$ cat config.mk
export PLATFORM = sky130hd
export DESIGN_NAME = serial_mag_comparator
export DESIGN_NICKNAME = d
export VERILOG_FILES = /design/src/rtl/serial_mag_comparator_pkg.sv /design/src/rtl/serial_mag_comparator_cmp_bit_cell.sv /design/src/rtl/serial_mag_comparator.sv
export SDC_FILE = /design/constraint.sdc
export NUM_CORES = 1
export LEC_CHECK = 0
export BUFFER_PORTS_ARGS = -buffer_cell sky130_fd_sc_hd__buf_4
export CAP_MARGIN = 10
export CELL_PAD_IN_SITES_DETAIL_PLACEMENT = 0
export CELL_PAD_IN_SITES_GLOBAL_PLACEMENT = 2
export CORE_MARGIN = 2
export CORE_UTILIZATION = 36
export CTS_CLUSTER_DIAMETER = 40
export CTS_CLUSTER_SIZE = 20
export DETAILED_ROUTE_END_ITERATION = 8
export PLACE_DENSITY_LB_ADDON = 0.1
export SLEW_MARGIN = 20
export SYNTH_ARGS = -nofsm -noshare
export SYNTH_HDL_FRONTEND = slang
export SYNTH_HIERARCHICAL = 1
export SYNTH_SLANG_ARGS = --single-unit
$ cat constraint.sdc
create_clock -name clk -period 5.4 [get_ports clk]
set_clock_uncertainty 0.2 [all_clocks]
set_input_delay 0.27 -clock clk [delete_from_list [all_inputs] [get_ports clk]]
set_output_delay 0.27 -clock clk [all_outputs]
set_load 0.005 [all_outputs]
$ cat src/rtl/serial_mag_comparator_pkg.sv
// Shared definitions for the bit-serial unsigned magnitude comparator.
package serial_mag_comparator_pkg;

  typedef enum logic [1:0] {
    IDLE  = 2'b00,
    SHIFT = 2'b01,
    DONE  = 2'b10
  } state_t;

  localparam int DEFAULT_WIDTH = 8;

endpackage

$ cat src/rtl/serial_mag_comparator_cmp_bit_cell.sv
// Single-bit decision cell: the first differing pair (MSB first) decides the comparison.
module cmp_bit_cell
  import serial_mag_comparator_pkg::*;
(
  input  logic a_bit,
  input  logic b_bit,
  input  logic decided_in,
  output logic decided_out,
  output logic gt_out,
  output logic lt_out
);

  assign decided_out = decided_in | (a_bit ^ b_bit);
  assign gt_out      = ~decided_in & a_bit & ~b_bit;
  assign lt_out      = ~decided_in & ~a_bit & b_bit;

endmodule

$ cat src/rtl/serial_mag_comparator.sv
// Bit-serial unsigned magnitude comparator: consumes WIDTH a/b pairs MSB first, reports eq/gt/lt.
module serial_mag_comparator
  import serial_mag_comparator_pkg::*;
#(
  parameter int WIDTH = DEFAULT_WIDTH
) (
  input  logic clk,
  input  logic reset,
  input  logic start,
  input  logic bit_valid,
  input  logic a_bit,
  input  logic b_bit,
  output logic bit_ready,
  output logic busy,
  output logic done,
  output logic eq,
  output logic gt,
  output logic lt,
  output logic result_valid
);

  localparam int CW = $clog2(WIDTH) + 1;

  state_t        state_q;
  state_t        state_d;
  logic [CW-1:0] cnt_q;
  logic          decided_q;
  logic          eq_q;
  logic          gt_q;
  logic          lt_q;
  logic          rv_q;

  logic          consume;
  logic          last_pair;
  logic          dec_nxt;
  logic          gt_nxt;
  logic          lt_nxt;

  assign consume   = (state_q == SHIFT) && bit_valid;
  assign last_pair = (cnt_q == CW'(WIDTH - 1));

  cmp_bit_cell u_cell (
    .a_bit       (a_bit),
    .b_bit       (b_bit),
    .decided_in  (decided_q),
    .decided_out (dec_nxt),
    .gt_out      (gt_nxt),
    .lt_out      (lt_nxt)
  );

  always_ff @(posedge clk or posedge reset) begin
    if (reset) begin
      state_q <= IDLE;
    end else begin
      state_q <= state_d;
    end
  end

  always_comb begin
    state_d = state_q;
    case (state_q)
      IDLE:    if (start) state_d = SHIFT;
      SHIFT:   if (consume && last_pair) state_d = DONE;
      DONE:    state_d = IDLE;
      default: state_d = IDLE;
    endcase
  end

  // Frame datapath: counter, decision flag and latched result
  always_ff @(posedge clk or posedge reset) begin
    if (reset) begin
      cnt_q     <= '0;
      decided_q <= 1'b0;
      eq_q      <= 1'b0;
      gt_q      <= 1'b0;
      lt_q      <= 1'b0;
      rv_q      <= 1'b0;
    end else begin
      case (state_q)
        IDLE: begin
          if (start) begin
            cnt_q     <= '0;
            decided_q <= 1'b0;
            eq_q      <= 1'b0;
            gt_q      <= 1'b0;
            lt_q      <= 1'b0;
            rv_q      <= 1'b0;
          end
        end
        SHIFT: begin
          if (consume) begin
            cnt_q     <= cnt_q + CW'(1);
            decided_q <= dec_nxt;
            gt_q      <= gt_q | gt_nxt;
            lt_q      <= lt_q | lt_nxt;
            // eq is only resolved once the final pair has had its say
            if (last_pair) begin
              eq_q <= ~dec_nxt;
              rv_q <= 1'b1;
            end
          end
        end
        default: ;
      endcase
    end
  end

  assign bit_ready    = (state_q == SHIFT);
  assign busy         = (state_q == SHIFT) || (state_q == DONE);
  assign done         = (state_q == DONE);
  assign eq           = eq_q;
  assign gt           = gt_q;
  assign lt           = lt_q;
  assign result_valid = rv_q;

endmodule
[After elaboration in Yosys (flattened, before gate mapping)]
Cells that the tools add are included.
W data, S select, Z words.
Storage, ports and cells
  register bits: 11
  output and inout bits: 7
  input port bits: 6
Cells by class
  reduce and logical (&&, ||, !) cells: 8
  add/subtract/negate cells: 1
  bitwise gates (word level): 12
  mux-type cells: 19
  equality and inequality tests: 7
Operators with widths (count)
  $pmux W1 S2: 5
  $mux W1: 8
  $mux W4: 2
  $pmux W4 S2: 1
  $ne A2 B1 Y1 const B: 3
  $add A4 B1 Y4 const B: 1
  $and A1 B1 Y1: 4
  $eq A4 B3 Y1 const B: 1
  $mux W2: 2
  $not A1 Y1: 4
  $pmux W2 S2: 1
  $reduce_and A4 Y1: 1
  $or A1 B1 Y1: 3
  $reduce_and A3 Y1: 1
  $eq A2 B1 Y1 const B: 1
  $eq A2 B2 Y1 const B: 1
  $logic_and A1 B1 Y1: 2
  $logic_not A2 Y1: 1
  $ne A2 B2 Y1 const B: 1
  $reduce_and A2 Y1: 1
  $reduce_bool A2 Y1: 1
  $logic_or A1 B1 Y1: 1
  $xor A1 B1 Y1: 1

[Logic depth before layout (Yosys ltp)]
  word-level depth: 6
  mapped depth: 7

[Cells and area by module]
The synthesis kept the hierarchy.
Modules (own cells, without submodules)
  serial_mag_comparator: times used 1, cells each 54, area an instance 645.6 um^2
  cmp_bit_cell: times used 1, cells each 4, area an instance 30.0 um^2

[Worst setup path after synthesis]
No wires, ideal clock.
  kind: register -> register
  start point: reg state_q[1]
  end point: reg cnt_q[0]
  buffers on the path: 2
  path slack: 3504 ps
  period minus slack after synthesis: 1896 ps
  library setup time: 125 ps
  arrival time: 1571 ps
  required time: 5075 ps
  stages on the path, launching flop included: 8
  path through: dfrtp_1 > inv_1 > ha_1 > buf_6 > nor2_2 > or3_1 > buf_6 > mux2_2
Between the ends
  cells in the longest elaborated chain, start to end: 4
  elaborated cells between the ends (all ways): 8
  those cells by class: 3 x eq/ne; 1 x mux; 4 x reduce/logical
Ends and longest elaborated chain
  start: declaration: line serial_mag_comparator.sv:24  | state_t state_q;
  start signal: assignment: line serial_mag_comparator.sv:55  | state_q <= state_d;
  $eq A2 B1 Y1 (*)
  via bit_ready: line serial_mag_comparator.sv:13  | output logic bit_ready,
  $logic_and A1 B1 Y1: line serial_mag_comparator.sv:39  | assign consume = (state_q == SHIFT) && bit_valid;
  $ne A2 B1 Y1 (no line)
  $reduce_and A3 Y1 (no line)
  end signal: assignment: line serial_mag_comparator.sv:92  | cnt_q <= cnt_q + CW'(1);
  end: declaration: line serial_mag_comparator.sv:26  | logic [CW-1:0] cnt_q;
Mark *: on every way through the listed nets, which the timed path passes. The rest lies on a longest branch.
A chain may end at the register's enable or synchronous reset.

[Worst setup path in the final report]
  start point: reg state_q[1]
  end point: reg rv_q, in the netlist result_valid
Between the ends
  cells in the longest elaborated chain, start to end: 4
  elaborated cells between the ends (all ways): 9
  those cells by class: 4 x eq/ne; 1 x mux; 4 x reduce/logical
Ends and longest elaborated chain
  $eq A2 B1 Y1: line serial_mag_comparator.sv:39, serial_mag_comparator.sv:79
  $logic_and A1 B1 Y1: line serial_mag_comparator.sv:39
  $ne A2 B1 Y1 (no line)
  $reduce_and A4 Y1 (no line)
  end signal: assignment: line serial_mag_comparator.sv:77  | rv_q <= 1'b0;
  end signal: assignment: line serial_mag_comparator.sv:87  | rv_q <= 1'b0;
  end signal: assignment: line serial_mag_comparator.sv:99  | rv_q <= 1'b1;
  end: declaration: line serial_mag_comparator.sv:31  | logic rv_q;
Several ways; a longest one is shown, not always the timed one.

==> results.md <==
* Number of flops mapped to enable cells by yosys at 0
* Peak VDD IR at roughly 0.00024 V
* Layout area overhead at 20.0%
* CORE AREA at about 1700 um^2
* Reg2reg start: state_q[1]
* Die width at approximately 47 um
* Util after Layout at 46.5%
* Async SR Flop Fraction at between 90% and 100%
* Syn nets at 70
* Post-route ant nets at 0
* Setup TNS at 0 ns
* CP Class: flop to flop
* Slew margin rel. at between 60% and 70%
* Part of the cycle the worst path needs at 39.6%
* Setup crit end kind: flop
* Sink Count at 11
* R2R Path End: result_valid
* Part of the power in the clock network at roughly 15%
* Final hold violation count at 0
* Sequential share of power at 33.8%
* Vias per std cell at 4.83
* Net Sw Frac at between 30% and 40%
* Pin count of the biggest net entering global routing at 13
* Largest area contributor in the netlist: dfrtp_1
* Mapped Area at a little under 700 um^2
* # rows at 15
* Drt initial violations at 1
* Clock slew at reported path FFs at about 0.080 ns
* Primary FF master, synth: dfrtp_1
* Routed length per instance at 13.7 um
* I/O pin cnt at 13
* Vias in the first global route at 500
* CTS max path bufs at 2
* WP data required at between 5 and 6 ns
* HPWL Detailed at 989 um
* DRC at 0
* Comb pwr share at 51.3%
* Syn avg cell area at ~12 um^2
* Gpl congestion at about 0.67
* Final min period at 2.14 ns
* Post-synthesis register bit count at 11
* Mapped Cells at 58
* Pwr/cell area at just under 500 nW/um^2
* Grt total ovfl at 0
* CP Launch Point: state_q[1]
* Initial antenna violation count at 0
* P_int at between 200 and 250 uW
* Crit path DAT at between 2 and 2.5 ns
* Post-layout nets at 86
* Max FO, Critical Path at 12
* DRT Pass-1 Iters at 2
* Max frequency at between 400 and 500 MHz
* CTS Root Buffer Type: clkbuf_4
* Final count of negative-setup-slack endpoints at 0
* Hold Crit Class: input pin to flop
* Post-synth top cells: dfrtp_1, ha_1, inv_1
* # diodes at 0
* Htree depth at 1
* Least-Margin Pin Slew at between 0.5 and 0.6 ns
* GRT Util Overall at between 10% and 20%
* Synth top area share at 40.7%
* Worst reg2reg path depth at 5
* Final Max Tran Viols at 0
* Post-synth cell types at 24
* Critical Path Sink: result_valid
* CTS tree: yes
* Synth warn at 6
* Outcome: complete, no violations
* Critical Path Start Type: flop
* Die height at between 40 and 50 um
* I/O Buffers at 12
* Post-synthesis sequential area ratio at 40.7%
* Share of layout cells above drive strength 1 at 30.1%
* Total number of vias at between 400 and 500
* Final WL at ~1300 um
* Post-CTS setup buffers at 0
* RSZ-0062 raised after global routing: no
* Main area contributors after synthesis: dfrtp_1, ha_1, mux2_2
* Max Cap Viol at 0
* Sw power at about 150 uW
* Hold path cells at 3
* Starting Density at a little under 40%
* Fillers at ~190
* Top-count cell post-synth: dfrtp_1
* Die outline area at around 2200 um^2
* Leakage at approximately 0.00038 uW
* Total CTS buffers at 3
* R2R Setup Slk at 3.26 ns
* Worst-Skew Late Latency at between 0.2 and 0.3 ns
* First-pass GRT wire length at between 2000 and 2500 um
## kinds of logic after synthesis
| family | synth area share [%] |
|---|---|
| buf+inv | 6.11 |
| flops | 40.7 |
| xor+xnor | 1.30 |
| mux | 5.00 |
| fa+ha+maj | 11.1 |
| compound gates | 15.7 |
| simple gates | 20.0 |
## worst min-delay path by stage
| stage | end | slack [ns] | start |
|---|---|---|---|
| after floorplan | cnt_q[0] | -0.08 | reset |
| after global placement | result_valid | 0.11 | reset |
| after detailed placement | result_valid | 0.12 | reset |
| after CTS | eq | 0.13 | bit_valid |
| after global routing | eq | 0.13 | bit_valid |
| final | eq | 0.14 | bit_valid |
## layout by cell type, fill, tap and decap left out
master         synthesis  layout
or2b_1                 2       2
mux2_2                 3       3
o22ai_1                1       1
clkbuf_4               0       3
o22a_1                 2       2
nor3b_1                2       2
o31ai_1                2       2
a211oi_1               1       1
buf_4                  0      12
xnor2_1                1       1
nand3b_1               1       1
nor2_2                 1       1
o311ai_2               1       1
dlygate4sd3_1          0       1
ha_1                   6       6
or3_1                  1       1
nor2b_4                2       2
nor4b_1                2       2
dfrtp_1               11      11
a2111oi_0              1       1
nand2b_1               3       3
inv_1                  5       5
a22o_1                 3       3
and3_1                 1       1
clkbuf_1               0       1
o32ai_1                1       1
nand3_1                3       3
## state kept, by name, summed over array words and instances (netlist names)
signal	flops
cnt_q	4
state_q	2
decided_q	1
eq	1
gt	1
lt	1
result_valid	1
## routing by layer
metal  routed length [um]  up-vias  part of all wire [%]  track usage (%)
met2                  647        9                    48             22.4
met5                    0        -                     0                0
met1                  630      220                    47             18.9
met4                   12        0                  0.90             8.33
li1                     -      242                     -                -
met3                   48        2                   3.6             3.85
## area by class of cell
type                            instances  area [um^2]  share of cell area, %
Multi-Input combinational cell         40          359                   44.3
Sequential cell                        11          275                   34.0
Timing Repair Buffer                   13          100                   12.3
Tap cell                               25         31.3                   3.86
Clock buffer                            4         26.3                   3.24
Inverter                                5         18.8                   2.31
## power by group through the flow
| stage | registers, uW | clock network (uW) | logic, uW |
|---|---|---|---|
| floorplan | 129 | 0 | 165 |
| global placement | 134 | 0 | 202 |
| global route | 137 | 63.9 | 227 |
| detailed placement | 135 | 0 | 204 |
| finish | 134 | 59.1 | 203 |
| CTS | 133 | 61.4 | 206 |
## worst max-delay path, stage by stage (launching register included)
cell       delay, ns
dfrtp_1         0.40
inv_1           0.12
ha_1            0.40
nor2_2          0.12
a2111oi_0       0.56
o22ai_1         0.18
## per-stage QoR
step | hold WS (ns) | area [um^2] | power, uW | std cells | setup slack (ns)
6_report | 0.137 | 811 | 395 | 98 | 3.26
5_1_grt | 0.134 | 811 | 428 | 98 | 3.03
2_1_floorplan | -0.0776 | 676 | 294 | 58 | 3.50
3_5_place_dp | 0.123 | 774 | 339 | 93 | 3.24
3_3_place_gp | 0.113 | 774 | 336 | 93 | 3.25
4_1_cts | 0.129 | 811 | 400 | 98 | 3.23
## what timing repair did
| item | 4_1_cts | 5_1_grt |
|---|---|---|
| hold buffers | 1 | 0 |
| endpoints found under the hold margin | 11 | 0 |
| resized for setup | 0 | 0 |
(Power assumes the default switching activity.)
